===== config.mk =====
export PLATFORM = sky130hd
export DESIGN_NAME = equ_38_41_rb
export DESIGN_NICKNAME = d
export VERILOG_FILES = /design/src/rtl/equ_38_41_rb.sv
export SDC_FILE = /design/constraint.sdc
export NUM_CORES = 1
export LEC_CHECK = 0
export ABC_AREA = 1
export CAP_MARGIN = 20
export CELL_PAD_IN_SITES_DETAIL_PLACEMENT = 1
export CELL_PAD_IN_SITES_GLOBAL_PLACEMENT = 1
export CORE_MARGIN = 3
export CORE_UTILIZATION = 50
export CTS_BUF_LIST = sky130_fd_sc_hd__clkbuf_16
export DETAILED_ROUTE_END_ITERATION = 10
export PLACE_DENSITY = 0.94
export SLEW_MARGIN = 30
export SYNTH_ARGS = -nofsm -noshare
export SYNTH_HDL_FRONTEND = slang
export SYNTH_SLANG_ARGS = --single-unit

===== constraint.sdc =====
create_clock -name clk -period 10.64 [get_ports clk]
set_input_delay 2.128 -clock clk [delete_from_list [all_inputs] [get_ports clk]]
set_output_delay 2.128 -clock clk [all_outputs]
set_load 0.02 [all_outputs]

===== src/rtl/equ_38_41_rb.sv =====
// Red/blue reconstruction at a pixel: green plus weighted H/V colour differences,
// rounded, shifted and clipped; two-stage pipeline. Define RB_DEBUG_EN to expose stage-1 products.
module equ_38_41_rb #(
  parameter int PIX_W   = 12,
  parameter int DIFF_W  = 14,
  parameter int WT_W    = 8,
  parameter int FRAC_SH = 8
) (
  input  logic                           clk,
  input  logic                           rst,
  input  logic        [PIX_W-1:0]        green,
  input  logic        [WT_W-1:0]         scaled_h,
  input  logic        [WT_W-1:0]         scaled_v,
  input  logic        [DIFF_W-1:0]       green_h,
  input  logic        [DIFF_W-1:0]       green_v,
  output logic        [PIX_W-1:0]        RB
`ifdef RB_DEBUG_EN
  ,
  output logic signed [DIFF_W+WT_W-1:0]  rb_dv_o,
  output logic signed [DIFF_W+WT_W-1:0]  rb_dh_o
`endif
);

  localparam int PROD_W = DIFF_W + WT_W;
  localparam int ACC_W  = PROD_W + 2;
  localparam logic signed [ACC_W-1:0] HALF    = ACC_W'(1 << (FRAC_SH - 1));
  localparam logic signed [ACC_W-1:0] PIX_MAX = ACC_W'((1 << PIX_W) - 1);

  logic signed [PROD_W-1:0] gh_x, gv_x, sh_x, sv_x;
  logic signed [PROD_W-1:0] rb_dh_d, rb_dv_d;
  logic signed [PROD_W-1:0] rb_dh, rb_dv;
  logic        [PIX_W-1:0]  green_q;

  logic signed [PROD_W:0]   sum;
  logic signed [ACC_W-1:0]  rnd, corr, val;
  logic        [PIX_W-1:0]  rb_d;

  // Operands are widened to the product width first; the true product always fits in 22 bits.
  always_comb begin
    gh_x    = PROD_W'($signed(green_h));
    gv_x    = PROD_W'($signed(green_v));
    sh_x    = PROD_W'({1'b0, scaled_h});
    sv_x    = PROD_W'({1'b0, scaled_v});
    rb_dh_d = gh_x * sh_x;
    rb_dv_d = gv_x * sv_x;
  end

  // NOTE: every output of an always_comb is assigned a default before any branch, so no latch is inferred.
  always_comb begin
    sum  = {rb_dh[PROD_W-1], rb_dh} + {rb_dv[PROD_W-1], rb_dv};
    rnd  = {sum[PROD_W], sum} + HALF;
    corr = rnd >>> FRAC_SH;
    val  = {{(ACC_W-PIX_W){1'b0}}, green_q} + corr;
    rb_d = val[PIX_W-1:0];
    if (val < 0)
      rb_d = '0;
    else if (val > PIX_MAX)
      rb_d = '1;
  end

  // NOTE: registers use non-blocking assignments so every stage samples the previous stage's old value.
  always_ff @(posedge clk) begin
    if (rst) begin
      rb_dh   <= '0;
      rb_dv   <= '0;
      green_q <= '0;
      RB      <= '0;
    end else begin
      rb_dh   <= rb_dh_d;
      rb_dv   <= rb_dv_d;
      green_q <= green;
      RB      <= rb_d;
    end
  end

`ifdef RB_DEBUG_EN
  assign rb_dh_o = rb_dh;
  assign rb_dv_o = rb_dv;
`endif

endmodule


### Word level (Yosys, flattened, before mapping)

Cells that the tools add are included.

| word-level totals | value |
|---|---|
| flip-flop bits (word level) | 68 |
| word-level logic and storage cells | 13 |

| cells by class | value |
|---|---|
| multiply operators | 2 |
| muxes and demuxes | 1 |
| add/subtract/negate cells | 3 |
| order comparisons | 2 |
| reductions and logical operators | 1 |

Operators by type and width:

| cell | number |
|---|---|
| 14-bit by 9-bit multiplier with 22-bit output | 2 |
| 23-bit by 9-bit adder with 24-bit output (second input constant) | 1 |
| 22-bit by 22-bit adder with 23-bit output | 1 |
| 13-bit by 16-bit adder with 17-bit output | 1 |
| 17-bit by 13-bit greater-than comparator with 1-bit output (second input constant) | 1 |
| 17-bit by 1-bit < comparator with 1-bit output (second input constant) | 1 |
| 12-bit 2-to-1 mux | 1 |
| 2-bit OR reduction | 1 |

### Logic depth before layout (Yosys ltp)

Gate-level depths: netlist of the first run.

| depth | value |
|---|---|
| depth after elaboration | 5 |
| mapped depth | 28 |
| mapped depth without buffers | 28 |

### Worst setup path before layout of the first run

OpenSTA, ideal clock, no wires.

| path | value |
|---|---|
| path kind | input -> register |
| start point | input scaled_h[0] |
| end point | register rb_dh[18] |
| library setup time | 113 ps |
| data required time | 10527 ps |
| arrival time | 6090 ps |
| stages on the path | 20 |
| slack | 4437 ps |
| cells stage by stage | clkbuf_1 > nand2_1 > fa_1 > inv_1 > fa_1 > inv_1 > fa_1 > inv_1 > fa_1 > ha_1 > a21oi_1 > inv_1 > a31oi_1 > o21ai_2 > a21boi_1 > o21ai_2 > a21boi_0 > nand2_1 > nand2_1 > nor2_1 |

| on the way | value |
|---|---|
| longest elaborated chain between the ends | 1 |

Ends and longest elaborated chain:

| item | line | source |
|---|---|---|
| start: declaration | 12 | `input logic [WT_W-1:0] scaled_h,` |
| 14-bit by 9-bit multiplier with 22-bit output | 44 | `rb_dh_d = gh_x * sh_x;` |
| end signal: assignment | 69 | `rb_dh <= rb_dh_d;` |
| end: declaration | 31 | `logic signed [PROD_W-1:0] rb_dh, rb_dv;` |

Every way passes these cells.
A chain may end at the register's enable or synchronous reset.

### Worst setup path after layout of the first run

| path | value |
|---|---|
| start point | input scaled_v[0] |
| end point | register rb_dv[21] |

| on the way | value |
|---|---|
| longest elaborated chain between the ends | 1 |

Ends and longest elaborated chain:

| item | line | source |
|---|---|---|
| start: declaration | 13 | `input logic [WT_W-1:0] scaled_v,` |
| 14-bit by 9-bit multiplier with 22-bit output | 45 | `rb_dv_d = gv_x * sv_x;` |
| end signal: assignment | 70 | `rb_dv <= rb_dv_d;` |
| end: declaration | 31 |  |

Every way passes these cells.

==> results of run 1 <==
## per-layer routing
metal / vias up / part of all wire [%] / wire [µm]
li1: 4893 / - / -
met1: 5260 / 38 / 13600
met2: 242 / 54 / 19200
met3: 106 / 3.1 / 1110
met4: 0 / 4.1 / 1440
met5: - / 0 / 0
## cells in the final DEF, fill, tap and decap left out, drive strengths merged
cell / instances
inv: 473
nand2: 408
fa: 177
ha: 140
a21oi: 93
nor2: 81
clkdlybuf4s50: 69
dfxtp: 68
o21ai: 41
nand3: 27
xnor2: 23
xor2: 15
nand4: 10
clkbuf: 9
o21a: 8
a31oi: 6
nor3: 6
o21bai: 5
a21boi: 5
o31ai: 4
clkinv: 4
clkinvlp: 2
a31o: 1
a22oi: 1
a21o: 1
o2111ai: 1
a211oi: 1
o211ai: 1
a2111oi: 1
bufinv: 1
buf: 1
## where the power goes
| group | total [W] | leakage (nW) | internal [W] | switching, W |
|---|---|---|---|---|
| Combinational | 0.00287 | 7.20 | 0.00102 | 0.00184 |
| Clock | 0.000299 | 0.143 | 0.000180 | 0.000118 |
| Sequential | 0.000378 | 0.567 | 0.000345 | 0.0000325 |
| Total | 0.00354 | 7.91 | 0.00155 | 0.00199 |
## path summary, 6_finish.rpt
check / startpoint / slack [ps] / depth (start not counted) / endpoint
min reg2reg: green_q[0]$_SDFF_PP0_ / 600 / 3 / RB[0]$_SDFF_PP0_
max reg2reg: rb_dh[7]$_SDFF_PP0_ / 6400 / 27 / RB[6]$_SDFF_PP0_
max: scaled_v[0] / 3390 / 17 / rb_dv[21]$_SDFF_PP0_
min: green_q[0]$_SDFF_PP0_ / 600 / 3 / RB[0]$_SDFF_PP0_
## stage by stage
step	instances	power (W)	setup WS, ps
global placement	1986	0.00292	3570
finish	2002	0.00354	3390
detailed placement	1986	0.00316	3030
global route	2002	0.00393	3020
floorplan	1647	0.00238	4440
CTS	2002	0.00353	3390
## critical path: cells and delay by family
| kind | cells | cell delay (ps) |
|---|---|---|
| AO/OA/AOI/OAI | 1 | 720 |
| XOR/XNOR | 1 | 210 |
| adder cells (fa/ha/maj) | 5 | 2540 |
| buffers and inverters | 5 | 1350 |
| AND/OR/NAND/NOR | 5 | 520 |
## synth_stat cells (2+ instances only)
library cell / instances
o21ai_0: 33
o31ai_1: 4
xnor2_1: 23
o21ai_1: 4
nor2_1: 76
nand2_4: 2
a21oi_1: 90
nand2_1: 401
nor2_2: 5
xor2_1: 15
nor3_1: 6
nand3_2: 2
nand4_1: 10
dfxtp_1: 68
clkbuf_1: 46
a21boi_0: 3
a31oi_1: 6
ha_1: 140
fa_1: 177
o21ai_2: 4
o21a_1: 8
a21boi_1: 2
nand2_2: 5
inv_1: 471
o21bai_1: 5
a21oi_2: 3
nand3_1: 24
clkbuf_2: 2
## cells by family (layout without fill, tap and decap cells)
logic type               after synthesis  in the layout
buffers and inverters                523            559
AO/OA/AOI/OAI                        169            169
XOR/XNOR                              38             38
adder cells (fa/ha/maj)              317            317
AND/OR/NAND/NOR                      532            532
flip-flops                            68             68
## state kept, by name (all words and copies together) (netlist names)
name	count
rb_dh	22
RB	12
green_q	12
rb_dv	22
## cell type report
class                   instances  area, µm²  share of cell area (%)
clock buffers                   9        225                    1.70
flip-flops and latches         68       1360                    10.3
clock inverters                 7       67.6                   0.510
well taps                     319        399                    3.02
repair buffers                 70        698                    5.27
inverters                     473       1780                    13.4
multi-input cells            1056       8710                    65.8
==> flow_summary.toml, run 1 <==
[outcome]
status = "finished clean"

[timing]
worstMarginPinSlew_ps = 928
holdWs_ps = 602
tns_ps = 0
finalCritPeriodShare_pct = 68.2
fmax_ghz = 0.138
grt_setup_unrepaired = "no"
slew_headroom_pct = 37.7
hold_viol = 0
maxSlewViolCount = 0
setup_viol = 0
finalCriticalPeriod_ps = 7250
finalClockSkew_ps = 6.86

[placement]
place_area_um2 = 12900
dp_hpwl_um = 29400
port_buffers = 69
place.gp.congestion = 0.857

[cts]
post_cts_buffers = 0
cts_resized = 0
cts_buffer_depth = 2
cts_tree = "done"
postCtsHoldBufs = 0
path_clk_slew_ps = 60
clock_latency_ps = 350
numCtsBuffers = 9
h-tree-depth = 3
clock_sinks = 68
root_buffer = "clkbuf_16"

[routing]
ant_nets = 0
first_iter_violations = 513
wl_per_cell_um = 17.7
vias = 10500
wirelength_um = 35400
via_per_inst = 5.25
route.detailed.drc = 0
first_pass_iters = 4

[synthesis]
synth-seq-cells = 68
ys.flop_type = "dfxtp_1"
synth.area.top_cells = "fa_1, inv_1, ha_1"
synth_compound_area_share_pct = 7.94
synth_edf_count = 0
async_flop_share_pct = 0
avgSynthCellArea_um2 = 7.31
ys_warn_count = 0
netlist_instances = 1647
netlist_area_um2 = 12000
synth_top_family_by_area = "adder cells"
synth_xor_area_share_pct = 2.76
synth.net_count = 2022
yosys.area_share.simple_pct = 17.7
synth_top_area_share_pct = 29.4
synth_top_area_cell = "fa_1"
seq_area_frac_synth_pct = 11.3
synthMuxAreaShare_pct = 0
synthAdderAreaFrac_pct = 44.0
synth_cell_types = 40

[global_route]
use_met2_pct = 54.5
grt_pass1_wl_um = 59700
track_usage_pct = 28.5
busiest_layer = "met2"
antenna_found_initial = 0
use_met1_pct = 31.8
grt_pass1_vias = 12400
met3_usage_pct = 3.77
grt_overflow = 0
grt_max_degree = 33

[pwr]
power_density_nw_per_um2 = 268
p_leak_nw = 7.91
peakVddDrop_uv = 125

[flow_run]
maxCapViolCount = 0

[floorplan]
die_w_um = 161
pin_count = 70
dieArea_um2 = 26000
rows = 56
core_area_um2 = 23500
start_util_pct = 51.2
die_y_um = 161

[setup_path]
crit_required_ps = 10860
critPathMaxStageDelay_ps = 860
slowest_stage = "clkdlybuf4s50_1"
path_cells = "clkdlybuf4s50_1, nand2_1, inv_1, fa_1, fa_1, inv_1, fa_1, inv_1, fa_1, ha_1, inv_1, nor3_1, nand2_1, nor3_1, a2111oi_0, xnor2_1, nor2_1"
endpoint_kind = "register"
path_class = "input port to register"
cp-start-kind = "input port"
critPathArrivalTime_ps = 7470
cp_max_fo = 14

[finish]
finalNetCount = 2053
utilization_pct = 56.2
fin_area_um2 = 13200
syn2layout_area_growth_pct = 9.92
layout-drive-gt1-share_pct = 2.44
fillers = 3057
antenna_cells = 0

[hold_path]
min_path_type = "register to register"
Power figures use the tool's default switching activity.
==> inputs of run 2 (changes only) <==
CORE_UTILIZATION = 42   (was 50)
PLACE_DENSITY = 0.85   (was 0.94)
clock period = 6.2 ns   (was 10.64 ns; I/O delays follow)
==> flow_summary.toml, run 2 (same netlist as run 1, synthesis figures left out) <==
[outcome]
status = "finished clean"

[pwr]
seqPwrFrac_pct = 10.9
peakVddDrop_uv = 153
switching_share_pct = 54.5
p_leak_nw = 8.07
power.switching_w = 0.00319
power_density_nw_per_um2 = 433
p_clk_share_pct = 8.1
intPower_w = 0.00267
comb_power_share_pct = 80.9

[finish]
final_common_cell = "inv_1"
reg.largest.list = "rb_dh: 22 flops, rb_dv: 22 flops"
layout-drive-gt1-share_pct = 4.03
multiInputGateArea_um2 = 8710
finalNetCount = 2084
antenna_cells = 0
layout_common_cells = "inv_1, nand2_1, fa_1"
regArea_um2 = 1360
fillers = 3617
syn2layout_area_growth_pct = 12.4

[cts]
clock_latency_ps = 340
cts_buffer_depth = 2
root_buffer = "clkbuf_16"
cts_tree = "done"
path_clk_slew_ps = 50
clock_sinks = 68
h-tree-depth = 3
post_cts_buffers = 0
numCtsBuffers = 9
postCtsHoldBufs = 0

[routing]
via_per_inst = 4.90
route.detailed.drc = 0
ant_nets = 0
wirelength_um = 31600
wl_per_cell_um = 15.1
first_iter_violations = 411
first_pass_iters = 4
vias = 10200

[timing]
finalClockSkew_ps = 11.0
fmax_ghz = 0.171
hold_viol = 0
maxSlewViolCount = 0
holdWs_ps = 613
slew_headroom_pct = 41.3
finalCriticalPeriod_ps = 5840
setup_slack_ps = 361
finalCritPeriodShare_pct = 94.2
grt_setup_unrepaired = "no"
worstMarginPinSlew_ps = 876
setup_viol = 0

[global_route]
track_usage_pct = 21.3
grt_max_degree = 33
grt_overflow = 0
grt_pass1_wl_um = 53700
antenna_found_initial = 0
grt_pass1_vias = 11500

[floorplan]
die_y_um = 175
dieArea_um2 = 30700
start_util_pct = 43.0
rows = 61
die_w_um = 175
core_area_um2 = 28000
pin_count = 70

[setup_path]
critPathArrivalTime_ps = 6060
crit_required_ps = 6420
path_cells = "clkdlybuf4s50_1, nand2_1, inv_1, fa_2, fa_1, inv_1, fa_1, inv_1, fa_1, ha_1, inv_1, nor3_1, nand2_1, nor3_1, a2111oi_0, xnor2_1, nor2_1"
slowest_stage = "clkdlybuf4s50_1"
critPathMaxStageDelay_ps = 700
path_class = "input port to register"
endpoint_kind = "register"
cp_max_fo = 9
cp-start-kind = "input port"
cp_common_cell = "inv_1"

[flow_run]
maxCapViolCount = 0

[placement]
pre_cts_slack_ps = -136
place.gp.congestion = 0.862
port_buffers = 69
dp_hpwl_um = 27300

[hold_path]
min_path_type = "register to register"
## run 2: changes by cell type in the layout (fill, tap and decap cells not counted), sizes merged
cell and delta:
clkdlybuf4s50 -1, clkinvlp -2, dlymetal6s2s +1, inv +1
buf +31
## run 2: power groups by stage
stage	registers [W]	clock network, W	logic, W
after floorplan	0.000669	0	0.00342
after global placement	0.000644	0	0.00447
after detailed placement	0.000650	0	0.00471
after CTS	0.000642	0.000484	0.00477
after global routing	0.000654	0.000504	0.00544
final	0.000641	0.000477	0.00475
## run 2: critical path: cells and delay by family
| kind | cells | cell delay (ps) |
|---|---|---|
| AO/OA/AOI/OAI | 1 | 460 |
| adder cells (fa/ha/maj) | 5 | 2480 |
| XOR/XNOR | 1 | 180 |
| AND/OR/NAND/NOR | 5 | 500 |
| buffers and inverters | 5 | 1190 |
## run 2: through the flow
stage	power, W	instance area [µm²]	utilization (%)	setup TNS (ps)	std cells
after floorplan	0.00409	12000	-	0	1647
after CTS	0.00590	13500	48.3	0	2091
final	0.00587	13500	48.3	0	2091
after global routing	0.00660	13500	48.3	0	2091
after global placement	0.00511	13300	47.3	0	2076
after detailed placement	0.00536	13300	47.3	-262	2076
## run 2: path summary, 6_finish.rpt
| path | from | end | slack, ps | cells after the start |
|---|---|---|---|---|
| worst max-delay path | scaled_v[0] | rb_dv[21]$_SDFF_PP0_ | 360 | 17 |
| worst min-delay path | green_q[0]$_SDFF_PP0_ | RB[0]$_SDFF_PP0_ | 610 | 3 |
| worst min register to register | green_q[0]$_SDFF_PP0_ | RB[0]$_SDFF_PP0_ | 610 | 3 |
| worst max register to register | rb_dh[14]$_SDFF_PP0_ | RB[3]$_SDFF_PP0_ | 2210 | 19 |
## run 2: cell type report
class / count / share of cell area, %
Clock buffer: 9 / 1.66
Clock inverter: 6 / 0.370
Inverter: 473 / 13.1
Multi-Input combinational cell: 1056 / 64.4
Sequential cell: 68 / 10.1
Tap cell: 378 / 3.50
Timing Repair Buffer: 101 / 6.90
## run 2: what timing repair did
item | 4_1_cts | 5_1_grt
setup endpoints to repair | 0 | 5
endpoints found under the hold margin | 0 | 0
resized for setup | 0 | 5
## run 2: metal layers
layer	share of wire (%)	wire, µm	global-route usage (%)
met1	42	13200	25.3
met2	53	16800	40.4
met3	2.7	842	2.29
met4	2.5	802	5.95
met5	0	0	0
==> inputs of run 3 (changes only) <==
HOLD_SLACK_MARGIN = 0.1   (was default)
SKIP_CTS_REPAIR_TIMING = 1   (was default)
==> results of run 3 <==
No change in the layout: final DEF, timing and power equal those of run 2.
